### config.mk
export PLATFORM = sky130hd
export DESIGN_NAME = uart_rx_fifo
export DESIGN_NICKNAME = d
export VERILOG_FILES = /design/src/rtl/uart_rx_fifo.sv
export SDC_FILE = /design/constraint.sdc
export NUM_CORES = 1
export LEC_CHECK = 0
export ABC_AREA = 1
export CAP_MARGIN = 15
export CORE_MARGIN = 3
export CORE_UTILIZATION = 60
export DETAILED_ROUTE_END_ITERATION = 12
export PLACE_DENSITY = 0.79
export SLEW_MARGIN = 20
export SYNTH_ARGS = -nofsm -noshare
export SYNTH_HDL_FRONTEND = slang
export SYNTH_SLANG_ARGS = --single-unit
### constraint.sdc
create_clock -name clk -period 5 [get_ports clk]
set_input_delay 0.5 -clock clk [delete_from_list [all_inputs] [get_ports clk]]
set_output_delay 0.5 -clock clk [all_outputs]
set_load 0.1 [all_outputs]
### src/rtl/uart_rx_fifo.sv
// Receive FIFO behind a UART rx stage. Each rising edge of the level-style
// rx_valid pushes one byte. The output side is first-word fall-through with
// valid/ready, and a sticky overflow flag records dropped bytes.
module uart_rx_fifo #(
  parameter int unsigned DEPTH = 16
) (
  input  logic                       clk,
  input  logic                       rst_n,
  input  logic                       rx_valid,
  input  logic [7:0]                 rx_data,
  output logic                       m_valid,
  output logic [7:0]                 m_data,
  input  logic                       m_ready,
  output logic [$clog2(DEPTH):0]     count,
  output logic                       full,
  output logic                       overflow,
  input  logic                       ovf_clr
);

  localparam int unsigned AW = $clog2(DEPTH);
  localparam int unsigned PW = AW + 1;
  localparam logic [PW-1:0] DEPTH_P = PW'(DEPTH);
  localparam logic [PW-1:0] ONE_P   = PW'(1);

  // Handshake: a byte leaves on any rising clk edge where m_valid && m_ready.
  // m_ready is ignored while m_valid is low.

  logic [PW-1:0] wr_ptr_q, wr_ptr_d;
  logic [PW-1:0] rd_ptr_q, rd_ptr_d;
  logic          rx_valid_q, rx_valid_d;
  logic          overflow_q, overflow_d;
  logic [7:0]    mem_q [DEPTH];

  logic [PW-1:0] count_w;
  logic          full_w;
  logic          push_req;
  logic          pop;
  logic          push_ok;
  logic          push_drop;

  always_comb begin
    rx_valid_d = rx_valid;
    count_w    = wr_ptr_q - rd_ptr_q;
    full_w     = (count_w == DEPTH_P);
    push_req   = rx_valid & ~rx_valid_q;
    pop        = (count_w != '0) & m_ready;
    // A pop in the same cycle frees a slot, so a push into a full FIFO still fits.
    push_ok    = push_req & (~full_w | pop);
    push_drop  = push_req & full_w & ~pop;

    wr_ptr_d = wr_ptr_q;
    if (push_ok) begin
      wr_ptr_d = wr_ptr_q + ONE_P;
    end

    rd_ptr_d = rd_ptr_q;
    if (pop) begin
      rd_ptr_d = rd_ptr_q + ONE_P;
    end

    // A drop that coincides with a clear leaves the flag set.
    overflow_d = overflow_q;
    if (push_drop) begin
      overflow_d = 1'b1;
    end else if (ovf_clr) begin
      overflow_d = 1'b0;
    end
  end

  // rx_valid_q resets high so a level already present at reset release is not a push.
  always_ff @(posedge clk or negedge rst_n) begin
    if (!rst_n) begin
      wr_ptr_q   <= '0;
      rd_ptr_q   <= '0;
      rx_valid_q <= 1'b1;
      overflow_q <= 1'b0;
    end else begin
      wr_ptr_q   <= wr_ptr_d;
      rd_ptr_q   <= rd_ptr_d;
      rx_valid_q <= rx_valid_d;
      overflow_q <= overflow_d;
    end
  end

  // Storage is not reset; m_data is meaningless while m_valid is low.
  always_ff @(posedge clk) begin
    if (push_ok) begin
      mem_q[wr_ptr_q[AW-1:0]] <= rx_data;
    end
  end

  assign m_valid  = (count_w != '0);
  assign m_data   = mem_q[rd_ptr_q[AW-1:0]];
  assign count    = count_w;
  assign full     = full_w;
  assign overflow = overflow_q;

endmodule

==> impl_metrics.tcl, run 1 <==
set metrics [dict create \
    synth_simple_gate_area_frac 0.1400 \
    antenna_found_initial 0 \
    design_area_sq_um 6842 \
    dr_wl_met3_um 1408 \
    fmax_mhz 259.6 \
    grt_pass1_vias 4066 \
    rr_worst_depth 9 \
    cts_setup_buffers 0 \
    arrival_ps 3350 \
    path_cells "buf_4 -> ha_1 -> inv_1 -> fa_1 -> or2_0 -> nor2_4 -> nand2_1 -> nor2_1 -> buf_4" \
    insertion_delay_ps 530 \
    grt_pass1_wl_um 22920 \
    crit_path_start_kind "register" \
    muxShareOfSynthArea 0 \
    synth_xor_area_frac 0.01444 \
    timing.rr.start "rd_ptr_q[0]$_DFFE_PN0P_" \
    grt_max_degree 48 \
    layout-drive-gt1-share 0.1097 \
    worst-setup-path-type "register to output pin" \
    required_ps 4500 \
    cp_slowest_cell "dfrtp_2" \
    dpl_cell_area_sq_um 6280 \
    place.gp.congestion 0.9270 \
    cts_sinks 140 \
    synth_area_leader_cell "edfxtp_1" \
    synth_top_family_by_area "simple AND/OR/NAND/NOR gates" \
    die_w_um 105.8 \
    clk_pin_slew_ps 60 \
    critPathMaxStageDelay_ps 620 \
    num_vias 4121 \
    async_reset_ff_frac 0.08571 \
    wl_met2_um 7051 \
    finalCritPeriodShare 0.7703 \
    critPathMostFrequentCell "buf_4" \
    r2r_end "mem_q[10][3]$_DFFE_PP_" \
    yosys_register_bits 140 \
    synth_compound_area_frac 0.09707 \
    fin_nets 548 \
    port_buffers 28 \
    ioPinCount 29 \
    worstMarginPinSlew_ps 996.3 \
    area.growth.synth_to_final_pct 14.39 \
    crit_fanout 42 \
    drc 0 \
    routed_wl_um 14660 \
    setup_viol 0 \
    grt_setup_unrepaired "false" \
    synth_area_leaders "edfxtp_1 (64%), nor2_1 (6.2%), o21ai_0 (5.8%)" \
    dr.max_layer_used "met4" \
    grtUsageTotal 0.2811 \
    drtAntennaViolNets 0 \
    num_antenna_cells 0 \
    tns_ps 0 \
    synth_edf_count 128 \
    cts_resized 0 \
    cts_tree "built" \
    post-dp-hpwl_um 9309 \
    yosys_warnings 0 \
    slew_headroom 0.3337 \
    avgViaCountPerCell 6.178 \
    slew_violations 0 \
    end_kind "output pin" \
    synthTopCellsByCount "edfxtp_1 (128), nor2_1 (98), o21ai_0 (69)" \
    period_minus_slack_ps 3852 \
    met1_length_um 5734 \
    outcome "finished clean" \
    die_y_um 105.8 \
    drt_iter0_drc 558 \
    cts_buffer_depth 2 \
    hold_violations 0 \
    r2r_setup_slack_ps 1500 \
    synth_cell_types 29 \
    core-area_sq_um 9459 \
    dieArea_sq_um 11200 \
    final_core_util 0.7233 \
    synth_top_cell_area_share 0.6427 \
    ys_seq_area_frac 0.6931 \
    syn_area_sq_um 5981 \
    start_util 0.6323 \
    synthFlopType "edfxtp_1" \
    synth_fa_ha_area_frac 0.02218 \
    gr-total-overflow 0 \
    hold_class "input port to async pin" \
    root_buffer "clkbuf_8" \
    cts_made_buffers 17 \
    avgSynthCellArea_sq_um 11.91 \
    synth.most_common_cell "edfxtp_1" \
    max_cap_viol_count 0 \
    syn_inst 502 \
    path_buf_inv 3 \
    wire_per_inst_um 21.98 \
    hold_buffers 0 \
    fp-row-count 35 \
    synth_fp_nets 525 \
    dr.pass1.iters 6 \
    h-tree-depth 4 \
    fin_skew_ps 6.116 \
    worst_path_dominant_cell_family "buffers and inverters" \
]
placed cells by master, fill, tap and decap left out, types with 3 or more instances in the layout:
cell / count
clkinv_2: 3
nand2_1: 59
inv_1: 17
edfxtp_1: 128
clkbuf_16: 16
o221ai_1: 4
nand2_2: 3
buf_4: 17
nor2_1: 98
xor2_1: 5
nand3_1: 28
clkinvlp_4: 4
clkdlybuf4s50_1: 14
inv_6: 3
dfrtp_1: 10
o21ai_0: 69
o211ai_1: 12
ha_1: 9
o22ai_1: 16
xnor2_1: 3
registers in the layout, indices dropped and copies added, names as in the netlist:
name	count
mem_q	128
rd_ptr_q	5
wr_ptr_q	5
overflow	1
rx_valid_q	1
logic make-up after synthesis:
kind of cell / Yosys count
AOI/OAI and AO/OA: 103
xor gates and xnor gates: 9
adders and majority gates: 10
buffers and inverters: 45
DFF: 140
and+or+nand+nor: 195
layer usage:
| metal | track usage | vias to the layer above |
|---|---|---|
| met2 | 0.4321 | 255 |
| met4 | 0.1212 | 0 |
| li1 | - | 1834 |
| met3 | 0.08022 | 38 |
| met1 | 0.3781 | 1994 |
| met5 | 0 | - |
per-stage QoR:
step	hold slack (ps)	setup slack, ps	cells
floorplan	204.4	976.3	502
global placement	486.5	1719	635
detailed placement	481.5	1511	635
CTS	332.2	1160	667
global route	354.4	947.0	667
finish	333.5	1148	667
layout make-up:
cell class | count | area, sq um
clock buffer | 18 | 417.9
tap | 129 | 161.4
timing repair buffer | 31 | 267.8
sequential | 140 | 4146
fill | 662 | 2618
clock inverter | 14 | 143.9
multi-input combinational | 317 | 1637
inverter | 18 | 67.56
worst max-delay path by stage:
| stage | start | endpoint | slack [ps] | depth (start not counted) |
|---|---|---|---|---|
| after CTS | rd_ptr_q[0]$_DFFE_PN0P_ | full | 1160 | 9 |
| after global routing | rd_ptr_q[0]$_DFFE_PN0P_ | full | 950 | 9 |
| after detailed placement | rd_ptr_q[0]$_DFFE_PN0P_ | mem_q[8][6]$_DFFE_PP_ | 1510 | 9 |
| final | rd_ptr_q[0]$_DFFE_PN0P_ | full | 1150 | 9 |
| after global placement | rd_ptr_q[0]$_DFFE_PN0P_ | mem_q[11][0]$_DFFE_PP_ | 1720 | 9 |
| after floorplan | wr_ptr_q[0]$_DFFE_PN0P_ | full | 980 | 8 |
Power of run 1 is left out: the tool's default activity adds up to more than one toggle a clock period on the data nets, which glitch-free logic cannot reach.
==> run 2, diff against run 1 <==
==> constraint.sdc (replaced) <==
create_clock -name clk -period 3.6 [get_ports clk]
set_input_delay 0.36 -clock clk [delete_from_list [all_inputs] [get_ports clk]]
set_output_delay 0.36 -clock clk [all_outputs]
set_load 0.1 [all_outputs]
==> run 2 against run 1 <==
Count of clock-buffer cells in the layout grew 1. Critical endpoint is now m_data[0]. Sequential cell count unchanged. Critical path depth shrank 1. Via count up 0.58%. Hold slack got worse by 160 ps. Clock skew is 1.1 ps higher. Utilization increased by 2.2 points. Cell count is 0.30% higher. Register-to-register slack worse by 1000 ps. First-iteration DRC count increased by 4.5%.
==> impl_metrics.tcl, run 2 (synthesized netlist as in run 1, its figures left out) <==
set metrics [dict create \
    worst-setup-path-type "register to output pin" \
    grt_max_degree 69 \
    grt_pass1_vias 4058 \
    root_buffer "clkbuf_8" \
    drtAntennaViolNets 0 \
    num_vias 4145 \
    crit_path_start_kind "register" \
    cts_resized 0 \
    wire_per_inst_um 20.92 \
    fp-row-count 35 \
    hold_class "input port to async pin" \
    stdcell_count 669 \
    end_kind "output pin" \
    outcome "finished clean" \
    final_core_util 0.7448 \
    dr.pass1.iters 7 \
    drc 0 \
    ioPinCount 29 \
    layout-drive-gt1-share 0.1185 \
    dieArea_sq_um 11200 \
    num_antenna_cells 0 \
    max_cap_viol_count 0 \
    post-dp-hpwl_um 8832 \
    required_ps 3240 \
    area.growth.synth_to_final_pct 17.80 \
    cts_sinks 140 \
    final_common_cell "edfxtp_1" \
    antenna_found_initial 0 \
    grt_pass1_wl_um 21940 \
    final_cell_mix "edfxtp_1 (128), nor2_1 (97), o21ai_0 (69), nand2_1 (59), nand3_1 (28)" \
    period_minus_slack_ps 3415 \
    largest_register_ffs 128 \
    dp_cells 637 \
    core-area_sq_um 9459 \
    hold_buffers 0 \
    hold_slack_ps 175.6 \
    arrival_ps 3060 \
    cts_buffer_depth 2 \
    crit_fanout 68 \
    fillers 593 \
    cts_setup_buffers 0 \
    insertion_delay_ps 540 \
    regArea_sq_um 4146 \
    routed_wl_um 14000 \
    clk_pin_slew_ps 60 \
    setup_viol 0 \
    gr-total-overflow 0 \
    start_util 0.6323 \
    finalCritPeriodShare 0.9487 \
    drt_iter0_drc 583 \
    place.gp.congestion 0.9363 \
    avgViaCountPerCell 6.196 \
    port_buffers 28 \
    h-tree-depth 4 \
    multiInputGateArea_sq_um 1639 \
    grt_setup_unrepaired "false" \
    slew_headroom 0.3579 \
    fmax_mhz 292.8 \
    grtUsageTotal 0.2703 \
    slew_violations 0 \
    die_y_um 105.8 \
    die_w_um 105.8 \
    cts_made_buffers 17 \
    hold_violations 0 \
    cts_tree "built" \
    fin_skew_ps 7.201 \
    tns_ps 0 \
    worstMarginPinSlew_ps 960.2 \
    fin_nets 550 \
]
## run 2: path summary, 6_finish.rpt
kind	depth (start not counted)	endpoint	slack [ps]	from
setup reg to reg	9	mem_q[11][2]$_DFFE_PP_	460	rd_ptr_q[2]$_DFFE_PN0P_
setup / recovery	8	m_data[0]	180	rd_ptr_q[0]$_DFFE_PN0P_
min in group clk	1	rx_valid_q$_DFF_PN1_	270	rx_valid
hold reg to reg	2	rd_ptr_q[3]$_DFFE_PN0P_	530	rd_ptr_q[3]$_DFFE_PN0P_
max in group asynchronous	1	rd_ptr_q[0]$_DFFE_PN0P_	3030	rst_n
hold / removal	1	wr_ptr_q[1]$_DFFE_PN0P_	180	rst_n
## run 2: cell type report
cell class | count | area share
clock buffer | 19 | 0.06127
multi-input combinational | 317 | 0.2326
clock inverter | 13 | 0.02042
timing repair buffer | 33 | 0.06464
sequential | 140 | 0.5885
tap | 129 | 0.02291
inverter | 18 | 0.009590
## run 2: routing by layer
metal  routed length, um  track usage  part of all wire
met2                6657       0.4276              0.48
met3                1481      0.06614              0.11
met5                   0            0                 0
met4                 670       0.1388             0.048
met1                5186       0.3499              0.37
## run 2: per-stage QoR
stage / instance area [sq um] / setup WS (ps)
2_1_floorplan: 5983 / 180.5
3_3_place_gp: 6470 / 677.4
3_5_place_dp: 6470 / 536.4
4_1_cts: 7046 / 304.9
5_1_grt: 7046 / 68.60
6_report: 7046 / 184.6
## run 2: critical path: stages (launching register included)
cell	delay [ps]
dfrtp_2	360
buf_4	520
inv_1	130
buf_4	260
o21ai_0	280
o21ai_0	200
o211ai_1	290
nand3_1	230
buf_12	230
Power of run 2 is left out for the same reason.
